`src/rtl/tdm_demux_1to4.sv`:
```
`default_nettype none
// ============================================================================
//  Module   : tdm_demux_1to4
//  Purpose  : Receive side of a TDM link. Locks onto the frame marker, steers
//             each serial beat into its channel slot and publishes complete
//             frames on a wide parallel bus.
//  Revision : 1.0  initial release
// ============================================================================
module tdm_demux_1to4 #(
    parameter int WIDTH = 4,
    parameter int NCH   = 4
) (
    input  logic                     clk,
    input  logic                     rst,
    input  logic [WIDTH-1:0]         din,
    input  logic                     din_valid,
    input  logic                     frame_sync,
    output logic [NCH*WIDTH-1:0]     dout,
    output logic                     frame_valid,
    output logic [$clog2(NCH)-1:0]   slot,
    output logic                     locked,
    output logic                     sync_err
);

    localparam int                 SW      = $clog2(NCH);
    localparam logic [SW-1:0]      c_LAST  = SW'(NCH - 1);
    localparam logic [SW-1:0]      c_ONE   = SW'(1);
    localparam logic [0:0]         c_HUNT  = 1'b0;
    localparam logic [0:0]         c_LOCK  = 1'b1;

    logic [0:0]             r_state;
    logic [0:0]             w_state_nxt;
    logic [SW-1:0]          r_slot;
    logic [SW-1:0]          w_slot_nxt;
    logic [WIDTH-1:0]       r_shadow [NCH];
    logic [NCH*WIDTH-1:0]   r_dout;
    logic                   r_frame_valid;
    logic                   r_sync_err;
    logic                   r_locked;

    // Decisions taken for the current beat
    logic                   w_wr_en;
    logic [SW-1:0]          w_wr_idx;
    logic                   w_publish;
    logic                   w_err;

    // Registered output values for the next cycle
    logic                   w_fv_nxt;
    logic                   w_err_nxt;
    logic                   w_locked_nxt;
    logic [NCH*WIDTH-1:0]   w_frame;

    // State register: HUNT/LOCK and the slot pointer
    always_ff @(posedge clk) begin
        if (rst) begin
            r_state <= c_HUNT;
            r_slot  <= '0;
        end else begin
            r_state <= w_state_nxt;
            r_slot  <= w_slot_nxt;
        end
    end

    // Next-state logic: framing decisions for a valid beat, hold otherwise
    always_comb begin
        w_state_nxt = r_state;
        w_slot_nxt  = r_slot;
        w_wr_en     = 1'b0;
        w_wr_idx    = r_slot;
        w_publish   = 1'b0;
        w_err       = 1'b0;
        if (din_valid) begin
            if (r_state == c_HUNT) begin
                if (frame_sync) begin
                    w_wr_en     = 1'b1;
                    w_wr_idx    = '0;
                    w_slot_nxt  = c_ONE;
                    w_state_nxt = c_LOCK;
                end
            end else begin
                if (frame_sync) begin
                    // A marker anywhere but slot 0 abandons the partial frame
                    // and restarts the frame on this beat.
                    w_err      = (r_slot != '0);
                    w_wr_en    = 1'b1;
                    w_wr_idx   = '0;
                    w_slot_nxt = c_ONE;
                end else if (r_slot == '0) begin
                    w_err       = 1'b1;
                    w_slot_nxt  = '0;
                    w_state_nxt = c_HUNT;
                end else if (r_slot == c_LAST) begin
                    w_publish  = 1'b1;
                    w_slot_nxt = '0;
                end else begin
                    w_wr_en    = 1'b1;
                    w_slot_nxt = r_slot + c_ONE;
                end
            end
        end
    end

    // Output logic: next values of the registered status outputs
    always_comb begin
        w_fv_nxt     = w_publish;
        w_err_nxt    = w_err;
        w_locked_nxt = (w_state_nxt == c_LOCK);
    end

    // Frame assembly: shadow slots plus the last beat taken straight from din
    always_comb begin
        w_frame = '0;
        for (int k = 0; k < NCH - 1; k++) begin
            w_frame[k*WIDTH +: WIDTH] = r_shadow[k];
        end
        w_frame[(NCH-1)*WIDTH +: WIDTH] = din;
    end

    // Datapath and status registers
    always_ff @(posedge clk) begin
        if (rst) begin
            for (int k = 0; k < NCH; k++) begin
                r_shadow[k] <= '0;
            end
            r_dout        <= '0;
            r_frame_valid <= 1'b0;
            r_sync_err    <= 1'b0;
            r_locked      <= 1'b0;
        end else begin
            if (w_wr_en) begin
                r_shadow[w_wr_idx] <= din;
            end
            if (w_publish) begin
                r_dout <= w_frame;
            end
            r_frame_valid <= w_fv_nxt;
            r_sync_err    <= w_err_nxt;
            r_locked      <= w_locked_nxt;
        end
    end

    assign dout        = r_dout;
    assign frame_valid = r_frame_valid;
    assign slot        = r_slot;
    assign locked      = r_locked;
    assign sync_err    = r_sync_err;

endmodule
`default_nettype wire

```
`config.mk`:
```
export PLATFORM = sky130hd
export DESIGN_NAME = tdm_demux_1to4
export DESIGN_NICKNAME = d
export VERILOG_FILES = /design/src/rtl/tdm_demux_1to4.sv
export SDC_FILE = /design/constraint.sdc
export NUM_CORES = 1
export LEC_CHECK = 0
export ABC_AREA = 1
export ABC_CLOCK_PERIOD_IN_PS = 3620
export BUFFER_PORTS_ARGS = -buffer_cell sky130_fd_sc_hd__buf_2
export CAP_MARGIN = 25
export CELL_PAD_IN_SITES_DETAIL_PLACEMENT = 0
export CELL_PAD_IN_SITES_GLOBAL_PLACEMENT = 1
export CORE_MARGIN = 1.5
export CORE_UTILIZATION = 46
export CTS_BUF_LIST = sky130_fd_sc_hd__clkbuf_4 sky130_fd_sc_hd__clkbuf_8
export DETAILED_ROUTE_END_ITERATION = 12
export GPL_ROUTABILITY_DRIVEN = 0
export PLACE_DENSITY = 0.88
export SYNTH_ARGS = -nofsm -noshare
export SYNTH_HDL_FRONTEND = slang
export SYNTH_SLANG_ARGS = --single-unit
```
`constraint.sdc`:
```
create_clock -name clk -period 3.62 [get_ports clk]
set_clock_uncertainty 0.2 [all_clocks]
set_input_delay 0.181 -clock clk [delete_from_list [all_inputs] [get_ports clk]]
set_output_delay 0.181 -clock clk [all_outputs]
set_load 0.1 [all_outputs]
```
**After elaboration in Yosys (flattened, before gate mapping)**

Memory sizes are Yosys's and may differ from the RTL's. A register that Yosys moved wholly into a read port is not among the register bits.
Cells that the tools add are included.

- Memories kept: 1
- Memory bits (read-only): 0
- Input port bits: 8
- Output and inout port bits: 21
- Memory bits (writable): 16
- Latch bits: 0
- Flip-flop bits (word level): 21
- Logic and storage cells: 47

- Reductions and logical operators: 6
- Shifts and indexed selects: 0
- Multipliers: 0
- Eq/ne operators: 1
- Order comparisons: 0
- Div/mod/pow operators: 0
- Muxes and demuxes: 31
- Bitwise logic cells: 2
- Add/sub/neg operators: 1

Memory list:

| name | words | bits a word | rd ports | clocked after Yosys merged registers in | wr ports | RTL line | text |
|---|---|---|---|---|---|---|---|
| r_shadow | 4 | 4 | 3 | 3 | 4 | 35 | `logic [WIDTH-1:0] r_shadow [NCH];` |

Operators by type and width:

| kind | count |
|---|---|
| 1-bit 2-to-1 mux | 22 |
| 2-bit 2-to-1 mux | 8 |
| 4-bit 2-to-1 mux | 1 |
| 2-bit nonzero test | 2 |
| 4-bit OR reduction | 1 |
| 3-bit OR reduction | 1 |
| 2-bit by 1-bit adder with 2-bit output, second input constant | 1 |
| 2-bit equality test, second input constant | 1 |
| 2-bit zero test | 1 |
| 1-bit NOT | 2 |
| 2-bit AND reduction | 1 |

**Longest topological paths before layout**

- Depth after elaboration: 11
- Mapped depth: 7
- Depth with buffers taken out: 6

**Worst setup path after synthesis**

OpenSTA, ideal clock, no wires.

- Kind: reg-to-reg
- Start point: register r_slot[0] (netlist: slot[0])
- End point: memory r_shadow[2][0] (enable)
- Stages on the path, launching flop included: 7
- Clock period less this slack: 2.738 ns
- Data arrival time: 2.203 ns
- Buffers on the path: 0
- Setup time: 0.335 ns
- Path slack: 0.882 ns
- Data required time: 3.085 ns
- Cell sequence: dfxtp_1 -> inv_1 -> ha_1 -> nand2_1 -> nand2_2 -> nand2_1 -> o21ai_1

RTL lines:

| item | RTL line | text |
|---|---|---|
| from (decl) | 33 | `logic [SW-1:0] r_slot;` |
| from (signal assigned) | 60 | `r_slot <= w_slot_nxt;` |
| to (decl) | 35 |  |

**Worst setup path after layout**

- Start point: register r_slot[1] (netlist: slot[1])
- End point: register r_frame_valid (netlist: frame_valid)

- Word-level cells in the longest chain between the ends: 6
- Elaborated cells between the ends (all ways): 7
- Classes of those cells: eq/ne (1); mux (5); reduce/logical (1)

Ends and longest elaborated chain:

| item | RTL line | text |
|---|---|---|
| 2-bit equality test | 92 | `end else if (r_slot == c_LAST) begin` |
| 1-bit 2-to-1 mux | 92 |  |
| 1-bit 2-to-1 mux (*) | 88 | `end else if (r_slot == '0) begin` |
| 1-bit 2-to-1 mux (*) | 81 | `if (frame_sync) begin` |
| 1-bit 2-to-1 mux (*) | 73 | `if (r_state == c_HUNT) begin` |
| 1-bit 2-to-1 mux (*) | 72 | `if (din_valid) begin` |
| to (signal assigned) | 136 | `r_frame_valid <= w_fv_nxt;` |
| to (decl) | 37 | `logic r_frame_valid;` |

Every way passes the cells marked *; elsewhere a longest branch is shown, timed or not.
A chain may end at the register's enable or synchronous reset.

==> results.sh <==
export IMPL_peakVddDrop_mv=0.230
export IMPL_synth_mux_area_frac=0
export IMPL_ioPinCount=29
export IMPL_worst_path_max_fanout=17
export IMPL_drv_slew=0
export IMPL_yosys_cell_types_count=23
export IMPL_cts_htree_levels=2
export IMPL_place_inst=237
export IMPL_yosysMostFrequentCell="nor2_1"
export IMPL_power_density_nw_per_um2=385
export IMPL_initial_core_util=0.489
export IMPL_setup_violations=0
export IMPL_vias=1138
export IMPL_antenna_cells=0
export IMPL_dpl_hpwl_um=2040
export IMPL_synthToLayoutAreaGrowth_pct=16.8
export IMPL_arrival_ps=2270
export IMPL_r2r_slack_ps=1430
export IMPL_power_w=0.000682
export IMPL_num_rows=20
export IMPL_synth_flop_cell="dfxtp_1"
export IMPL_fill_cells=319
export IMPL_reg2reg_depth=4
export IMPL_synth_seq_cells=33
export IMPL_cts_resized=0
export IMPL_slowest_delay_ps=580
export IMPL_period_minus_slack_ps=2190
export IMPL_die_w_um=60.4
export IMPL_cp_top_family="adder cells"
export IMPL_hold_ws_ps=46.2
export IMPL_p_leak_nw=0.810
export IMPL_synth_cell_area_um2=1520
export IMPL_routed_via_density=4.57
export IMPL_final_hold_viol_count=0
export IMPL_multi_input_area_um2=602
export IMPL_synth_common_cells="nor2_1, inv_1, dfxtp_1, nand2_1, nand3_1"
export IMPL_grt_max_degree=22
export IMPL_fin_cells=249
export IMPL_max_slew_margin=0.566
export IMPL_grt_pass1_vias=1059
export IMPL_hold_buffers=4
export IMPL_utilization=0.571
export IMPL_drtAntennaViolNets=0
export IMPL_drt_iter0_drc=23
export IMPL_wl_per_cell_um=11.0
export IMPL_required_ps=3700
export IMPL_syn_inst=171
export IMPL_synth_top_family_by_area="simple AND/OR/NAND/NOR gates"
export IMPL_cts_max_path_buffers=2
export IMPL_nets=216
export IMPL_clk_latency_ps=340
export IMPL_core_um2=3100
export IMPL_path_cells="ha_1 > nand3_2 > nor3_1 > dlygate4sd3_1"
export IMPL_postCtsSetupRepairBufs=0
export IMPL_slowest_stage="ha_1"
export IMPL_whs_path_depth=5
export IMPL_drc=0
export IMPL_yosysTopAreaCell="dfxtp_1"
export IMPL_crit_type="flip-flop to flip-flop"
export IMPL_postRouteWirelength_um=2730
export IMPL_hold_path_startpoint="din[0]"
export IMPL_drive_above_1_share=0.283
export IMPL_regArea_um2=781
export IMPL_worstMarginPinSlew_ps=651
export IMPL_synth_xor_area_share=0
export IMPL_die_y_um=60.4
export IMPL_outcome="completed"
export IMPL_worstReg2RegStart="slot[1]"
export IMPL_min_path_type="input port to flip-flop"
export IMPL_clock_sinks=33
export IMPL_synth_top_cell_area_share=0.277
export IMPL_synth_compound_area_frac=0.0338
export IMPL_cts_tree="built"
export IMPL_crit_path_start_kind="flip-flop"
export IMPL_syn_area_per_cell_um2=8.87
export IMPL_yosysSeqAreaShare=0.515
export IMPL_antenna_found_initial=0
export IMPL_setup_tns_ps=0
export IMPL_clkSlewWorstSetupHoldPaths_ps=100
export IMPL_synth_area_leaders="dfxtp_1, edfxtp_1, nor2_1, inv_1, nand3_1"
export IMPL_die_area_um2=3650
export IMPL_fin_crit_sh=0.604
export IMPL_grt_overflow_total=0
export IMPL_cts_buffers=5
export IMPL_io_buffers=28
export IMPL_dr_pass1_iters=4
export IMPL_end_kind="flip-flop"
export IMPL_grt_pass1_wl_um=4570
export IMPL_syn_num_nets=183
export IMPL_yosysWarnings=0
export IMPL_grt_util_all_layers=0.179
export IMPL_maxCapViolations=0
export IMPL_rsz0062_at_grt="no"
export IMPL_cp_buffers_inverters=1
export IMPL_r2r_end="frame_valid"
export IMPL_max_freq_ghz=0.457
export IMPL_clock_root_buffer="clkbuf_4"
export IMPL_synth_edf_count=12
export IMPL_synthAdderAreaFrac=0.0330
export IMPL_synthArstFlopShare=0
export IMPL_synthSimpleGateAreaFrac=0.330
export IMPL_min_to="dout[12]"
export IMPL_cp_depth=4
==> metrics by stage <==
step / area [um^2] / setup slack (ps)
3_5_place_dp: 1670 / 1570
4_1_cts: 1770 / 1420
3_3_place_gp: 1670 / 1680
6_report: 1770 / 1430
2_1_floorplan: 1520 / 882
5_1_grt: 1770 / 1280
==> kinds of logic after synthesis <==
family | count (synthesis)
AO/OA/AOI/OAI | 8
buffers and inverters | 31
adder cells (fa/ha/maj) | 4
AND/OR/NAND/NOR | 95
flip-flops | 33
==> registers in the layout, indices dropped and copies added, names as in the netlist <==
register and count:
slot 2, locked 1, sync_err 1, r_shadow 12, dout 16, frame_valid 1
==> cell type report <==
cell class / instances / share of cell area
clock inverter: 2 / 0.00494
tap: 44 / 0.0311
multi-input combinational: 107 / 0.340
sequential: 33 / 0.441
inverter: 25 / 0.0530
clock buffer: 6 / 0.0290
timing repair buffer: 32 / 0.102
==> metal layers <==
metal,track usage,vias to the layer above,routed length [um]
met5,0,-,0
met4,0.0839,0,55
met3,0.0640,6,108
met2,0.325,23,1380
met1,0.184,505,1190
li1,-,604,-
==> placed cells by master, fill, tap and decap left out, drive strengths merged <==
master,synthesis,routed
nand3,19,19
ha,4,4
o21ai,5,5
nand2,27,27
inv,25,25
clkinv,0,2
dlygate4sd3,0,4
nor3,14,14
clkbuf,0,6
buf,6,28
nor2,35,35
dfxtp,21,21
a21oi,3,3
edfxtp,12,12
==> power by group <==
part | switching (W) | internal, W
sequential | 0.00000480 | 0.000392
clock | 0.000123 | 0.0000913
combinational | 0.0000525 | 0.0000183
total | 0.000180 | 0.000502
==> worst reg2reg max path, stage by stage (launching register included) <==
cell	delay [ps]
dfxtp_1	460
ha_1	580
nand3_2	190
nor3_1	150
dlygate4sd3_1	560
==> how the worst max path moves through the flow <==
stage / start / to / slack (ps)
after global placement: slot[0] / r_shadow[2][0] / 1680
final: slot[1] / frame_valid / 1430
after CTS: slot[1] / frame_valid / 1420
after global routing: slot[1] / frame_valid / 1280
after detailed placement: slot[0] / r_shadow[2][1] / 1570
after floorplan: slot[0] / r_shadow[2][0] / 880
Note: power is estimated with default switching activity, not from simulation.
